## config.mk

```make
export PLATFORM = sky130hd
export DESIGN_NAME = dmem_port_arbiter
export DESIGN_NICKNAME = d
export VERILOG_FILES = /design/src/rtl/dmem_port_arbiter.sv
export SDC_FILE = /design/constraint.sdc
export NUM_CORES = 1
export LEC_CHECK = 0
export ABC_AREA = 1
export ABC_CLOCK_PERIOD_IN_PS = 1500
export CORE_AREA = 2 2 114 116
export DETAILED_ROUTE_END_ITERATION = 12
export DIE_AREA = 0 0 116 118
export SLEW_MARGIN = 0
export SYNTH_ARGS = -nofsm -noshare
export SYNTH_HDL_FRONTEND = slang
export SYNTH_SLANG_ARGS = --single-unit
```

## constraint.sdc

```tcl
create_clock -name Clk -period 1.5 [get_ports Clk]
set_input_delay 0.15 -clock Clk [delete_from_list [all_inputs] [get_ports Clk]]
set_output_delay 0.15 -clock Clk [all_outputs]
set_load 0.02 [all_outputs]
```

## src/rtl/dmem_port_arbiter.sv

```systemverilog
// Data-memory port arbiter: core MEM stage vs external requester.
// Optional misalignment check enabled by DMEM_ARB_ALIGN_CHECK_EN.
module dmem_port_arbiter #(
    parameter int ADDR_W        = 12,
    parameter int MAX_CORE_WINS = 4
) (
    input  logic              Clk,
    input  logic              Reset_n,
    input  logic              core_req,
    input  logic              core_we,
    input  logic [31:0]       core_addr,
    input  logic [31:0]       core_wdata,
    input  logic [3:0]        core_be,
    output logic              core_gnt,
    output logic              core_stall,
    output logic              core_rvalid,
    output logic [31:0]       core_rdata,
    input  logic              ext_req,
    input  logic              ext_we,
    input  logic [31:0]       ext_addr,
    input  logic [31:0]       ext_wdata,
    input  logic [3:0]        ext_be,
    output logic              ext_gnt,
    output logic              ext_rvalid,
    output logic [31:0]       ext_rdata,
    output logic              ram_en,
    output logic [3:0]        ram_we,
    output logic [ADDR_W-1:0] ram_addr,
    output logic [31:0]       ram_wdata,
    input  logic [31:0]       ram_rdata
`ifdef DMEM_ARB_ALIGN_CHECK_EN
    ,
    output logic              core_err,
    output logic              ext_err
`endif
);

    localparam logic [3:0] MAX_W = 4'(MAX_CORE_WINS);

    logic [3:0]  win_cnt;
    logic        pend;
    logic        owner;
    logic        contend;
    logic        ext_turn;
    logic        sel_we;
    logic [3:0]  sel_be;
    logic [31:0] sel_addr;
    logic [31:0] sel_wdata;
    logic        mis;
    logic        issue;
    logic        rd_issue;

    assign contend  = core_req & ext_req;
    assign ext_turn = contend & (win_cnt == MAX_W);

    always_comb begin
        core_gnt = Reset_n & core_req & ~ext_turn;
        ext_gnt  = Reset_n & ext_req & (~core_req | ext_turn);
    end

    assign core_stall = core_req & ~core_gnt;

    // Idle port keeps the core path selected; address/data are don't-care then.
    always_comb begin
        sel_we    = core_we;
        sel_be    = core_be;
        sel_addr  = core_addr;
        sel_wdata = core_wdata;
        if (ext_gnt) begin
            sel_we    = ext_we;
            sel_be    = ext_be;
            sel_addr  = ext_addr;
            sel_wdata = ext_wdata;
        end
    end

`ifdef DMEM_ARB_ALIGN_CHECK_EN
    function automatic logic be_ok(input logic [3:0] be);
        case (be)
            4'b0001, 4'b0010, 4'b0100, 4'b1000,
            4'b0011, 4'b1100, 4'b1111: be_ok = 1'b1;
            default:                   be_ok = 1'b0;
        endcase
    endfunction

    assign mis = (sel_addr[1:0] != 2'b00) | ~be_ok(sel_be);
`else
    assign mis = 1'b0;
`endif

    assign issue    = (core_gnt | ext_gnt) & ~mis;
    assign rd_issue = issue & ~sel_we;

    always_comb begin
        ram_en    = issue;
        ram_we    = 4'b0000;
        ram_addr  = sel_addr[ADDR_W+1:2];
        ram_wdata = sel_wdata;
        if (issue && sel_we)
            ram_we = sel_be;
    end

    logic unused_addr_bits;
    assign unused_addr_bits = ^{sel_addr[31:ADDR_W+2], sel_addr[1:0]};

    always_ff @(posedge Clk) begin
        if (!Reset_n) begin
            pend    <= 1'b0;
            owner   <= 1'b0;
            win_cnt <= 4'd0;
        end else begin
            pend    <= rd_issue;
            owner   <= ext_gnt;
            win_cnt <= (contend && win_cnt < MAX_W) ? win_cnt + 4'd1 : 4'd0;
        end
    end

    // Gated by Reset_n so a read caught by reset never returns.
    assign core_rvalid = Reset_n & pend & ~owner;
    assign ext_rvalid  = Reset_n & pend & owner;
    assign core_rdata  = ram_rdata;
    assign ext_rdata   = ram_rdata;

`ifdef DMEM_ARB_ALIGN_CHECK_EN
    always_ff @(posedge Clk) begin
        if (!Reset_n) begin
            core_err <= 1'b0;
            ext_err  <= 1'b0;
        end else begin
            core_err <= core_gnt & mis;
            ext_err  <= ext_gnt & mis;
        end
    end
`endif

endmodule

```

==> results.txt <==
I/O pins: 292
setup repair after global routing missed its margin: true
Worst Path Arrival: 1.66 ns
H-tree levels: 1
Placed Cells incl. Taps: 537
setup violators final: 52
Vert. Die Dim: 118 um
Max Fclk: 0.553 GHz
number of fill cells: 1342
max-slew violation count: 0
n_diodes: 0
Core Area: 0.0124 mm2
clock sink total: 6
final WL: 6930 um
global-route wire length before repair: 9380 um
routed vias/inst: 3.53
yosys warns: 0
top post-synthesis cells by area: nand2_1 38%, buf_4 36%, dfxtp_1 8.4%
Switching Share: 32.6%
post-synth top area share: 38.2%
FFs w/ async S/R, synth: 0%
Placement Rows: 41
Mapped Cells: 270
Synth Net Count: 446
register share of total power: 10.4%
leakage power total: 1.73 nW
hold slack: 0.300 ns
Storage cell area: 123 um2
crit-path cells: inv_2 -> ha_4 -> nand2_2 -> inv_2 -> nand2_4 -> nand2_4 -> nand2_8 -> buf_6 -> nand2_4 -> nand3_4 -> nor2_4 -> buf_6
Design Area, Final: 0.00359 mm2
DP HPWL: 4840 um
CTS root buf: clkbuf_16
CTS tree: done
complex-gate fraction of the synthesized area: 0.523%
ys flop type: dfxtp_1
maxcap violations: 0
Worst VDD drop: 288 uV
Final nets: 564
initial drt markers: 16
Synth Area in Adders: 1.74%
clk_skew: 0.00137 ns
fin cells: 558
mux cell area share after synthesis: 0%
DR vias: 1971
share of layout cells above drive strength 1: 48.2%
failing checks: setup timing
Inserted Clock Buffers: 3
Hold Path Stages: 0
overflow left after global routing: 0
Skew-Pair Late Insertion Delay: 0.23 ns
area leader, netlist: nand2_1
Final Hold Viols: 0
final core utilization: 28.9%
initial antenna violation count: 0
CP max stage cell: dfxtp_2
Bufs on Longest Clock Path: 2
routability cong.: 0.804
mapped cell area: 0.00144 mm2
die area: 0.0137 mm2
antenna viol nets, final: 0
Pwr Density: 450 mW/mm2
register area share after synthesis: 8.37%
Pre-antenna DRT Iters: 4
Area growth syn-to-layout: 150%
gr usage total: 8.81%
Simple-Gate Fraction of Synth Area: 46.6%
clock-pin transition on the worst setup and hold timing paths: 0.03 ns
XOR/XNOR Fraction of Synth Area: 0%
CTS Hold Bufs: 0
Final min period: 1.81 ns
CP Max Fanout: 6
Yosys cell types: 18
Hold Crit Class: in -> out
most frequent CP cell: nand2_4
Port Buffers: 155
Multi-input gate area: 0.00106 mm2
Die X: 116 um
vias in the first global route: 1951
CP Class: reg -> out
Critical Path Start Type: flop
Syn Area/Cell: 5.32 um2
Critical Path RT: 1.35 ns
combinational power share: 63.0%
most frequent cell after synthesis: nand2_1
largest net degree at the start of global routing: 19
clock network power share: 26.6%
Reg2Reg Depth: 12
drt wl/cell: 12.4 um
DRC violation count after routing: 0
Max stage delay on crit path: 0.31 ns
main combinational cell family by area after synthesis: simple AND/OR/NAND/NOR gates
Initial Util: 11.6%
fin crit share: 121%
Final WS setup: -0.308 ns
status: finished, violations left
Post-synth EDFFs: 0
Critical Path End Type: primary output
switching power: 527 uW
#FFs+latches synth: 6
setup TNS: -12.52 ns
Post-DP Area: 0.00278 mm2
most common library cells after synthesis: 146 x nand2_1, 68 x buf_4, 17 x inv_1
design internal power: 1.09 mW
==> cell usage in the layout (no fill, tap or decap), drive strengths merged <==
| cell type | netlist | final |
|---|---|---|
| nand2 | 150 | 150 |
| clkdlybuf4s50 | 0 | 100 |
| buf | 69 | 82 |
| inv | 18 | 19 |
| nor2 | 11 | 11 |
| nand3 | 6 | 6 |
| dfxtp | 6 | 6 |
| clkbuf | 4 | 4 |
| dlygate4sd2 | 0 | 2 |
| ha | 2 | 2 |
| nand3b | 1 | 1 |
| a21boi | 1 | 1 |
| dlymetal6s2s | 0 | 1 |
| conb | 1 | 1 |
==> registers in the layout, indices dropped and copies added, names as in the netlist <==
register / count
win_cnt: 4
owner: 1
pend: 1
==> through the flow <==
stage                     setup slack [ns]  power, mW
final                               -0.308       1.62
after global routing                -0.396       1.69
after CTS                           -0.366       1.57
after detailed placement            -0.810      0.974
after global placement              -0.761      0.970
after floorplan                    -0.0650      0.708
==> cell type report <==
class,count,area share (%)
multi-input combinational,172,29.6
timing repair buffer,186,56.5
clock buffer,3,2.09
tap,172,5.99
inverter,19,2.33
sequential,6,3.41
==> what timing repair did <==
item / 4_1_cts / 5_1_grt
resized for setup: 405 / 56
cloned: 5 / 2
setup endpoints to repair: 54 / 54
buffers inserted: 11 / 2
pin swaps: 24 / 19
==> power groups by stage <==
stage                     Combinational (mW)  Clock [mW]  Sequential, mW
final                                   1.02       0.430           0.168
after global routing                    1.08       0.448           0.168
after CTS                              0.970       0.434           0.168
after detailed placement               0.803           0           0.170
after global placement                 0.800           0           0.170
after floorplan                        0.538           0           0.170
==> final timing paths <==
path,from,end,slack [ns]
max,win_cnt[0],ram_we[3],-0.31
min,ram_rdata[7],core_rdata[7],0.30
max reg2reg,win_cnt[0],pend,0
min reg2reg,win_cnt[2],win_cnt[1],0.58
==> logic make-up after synthesis <==
logic type / Yosys count
AO/OA/AOI/OAI: 1
buffers and inverters: 92
AND/OR/NAND/NOR: 168
other: 1
flip-flops: 6
adder cells (fa/ha/maj): 2
==> routing by layer <==
metal,global-route usage (%),vias to the layer above,part of all wire (%)
li1,-,963,-
met1,8.11,853,34
met2,16.4,125,50
met3,2.73,30,11
met4,5.36,0,5.0
met5,0,-,0
==> worst max-delay path: cells and delay by family, from the launching register on <==
family / cells / cell delay (ns)
adders and majority gates: 1 / 0.13
DFF: 1 / 0.31
buffers and inverters: 4 / 0.38
and+or+nand+nor: 7 / 0.61
(Power assumes the default switching activity.)
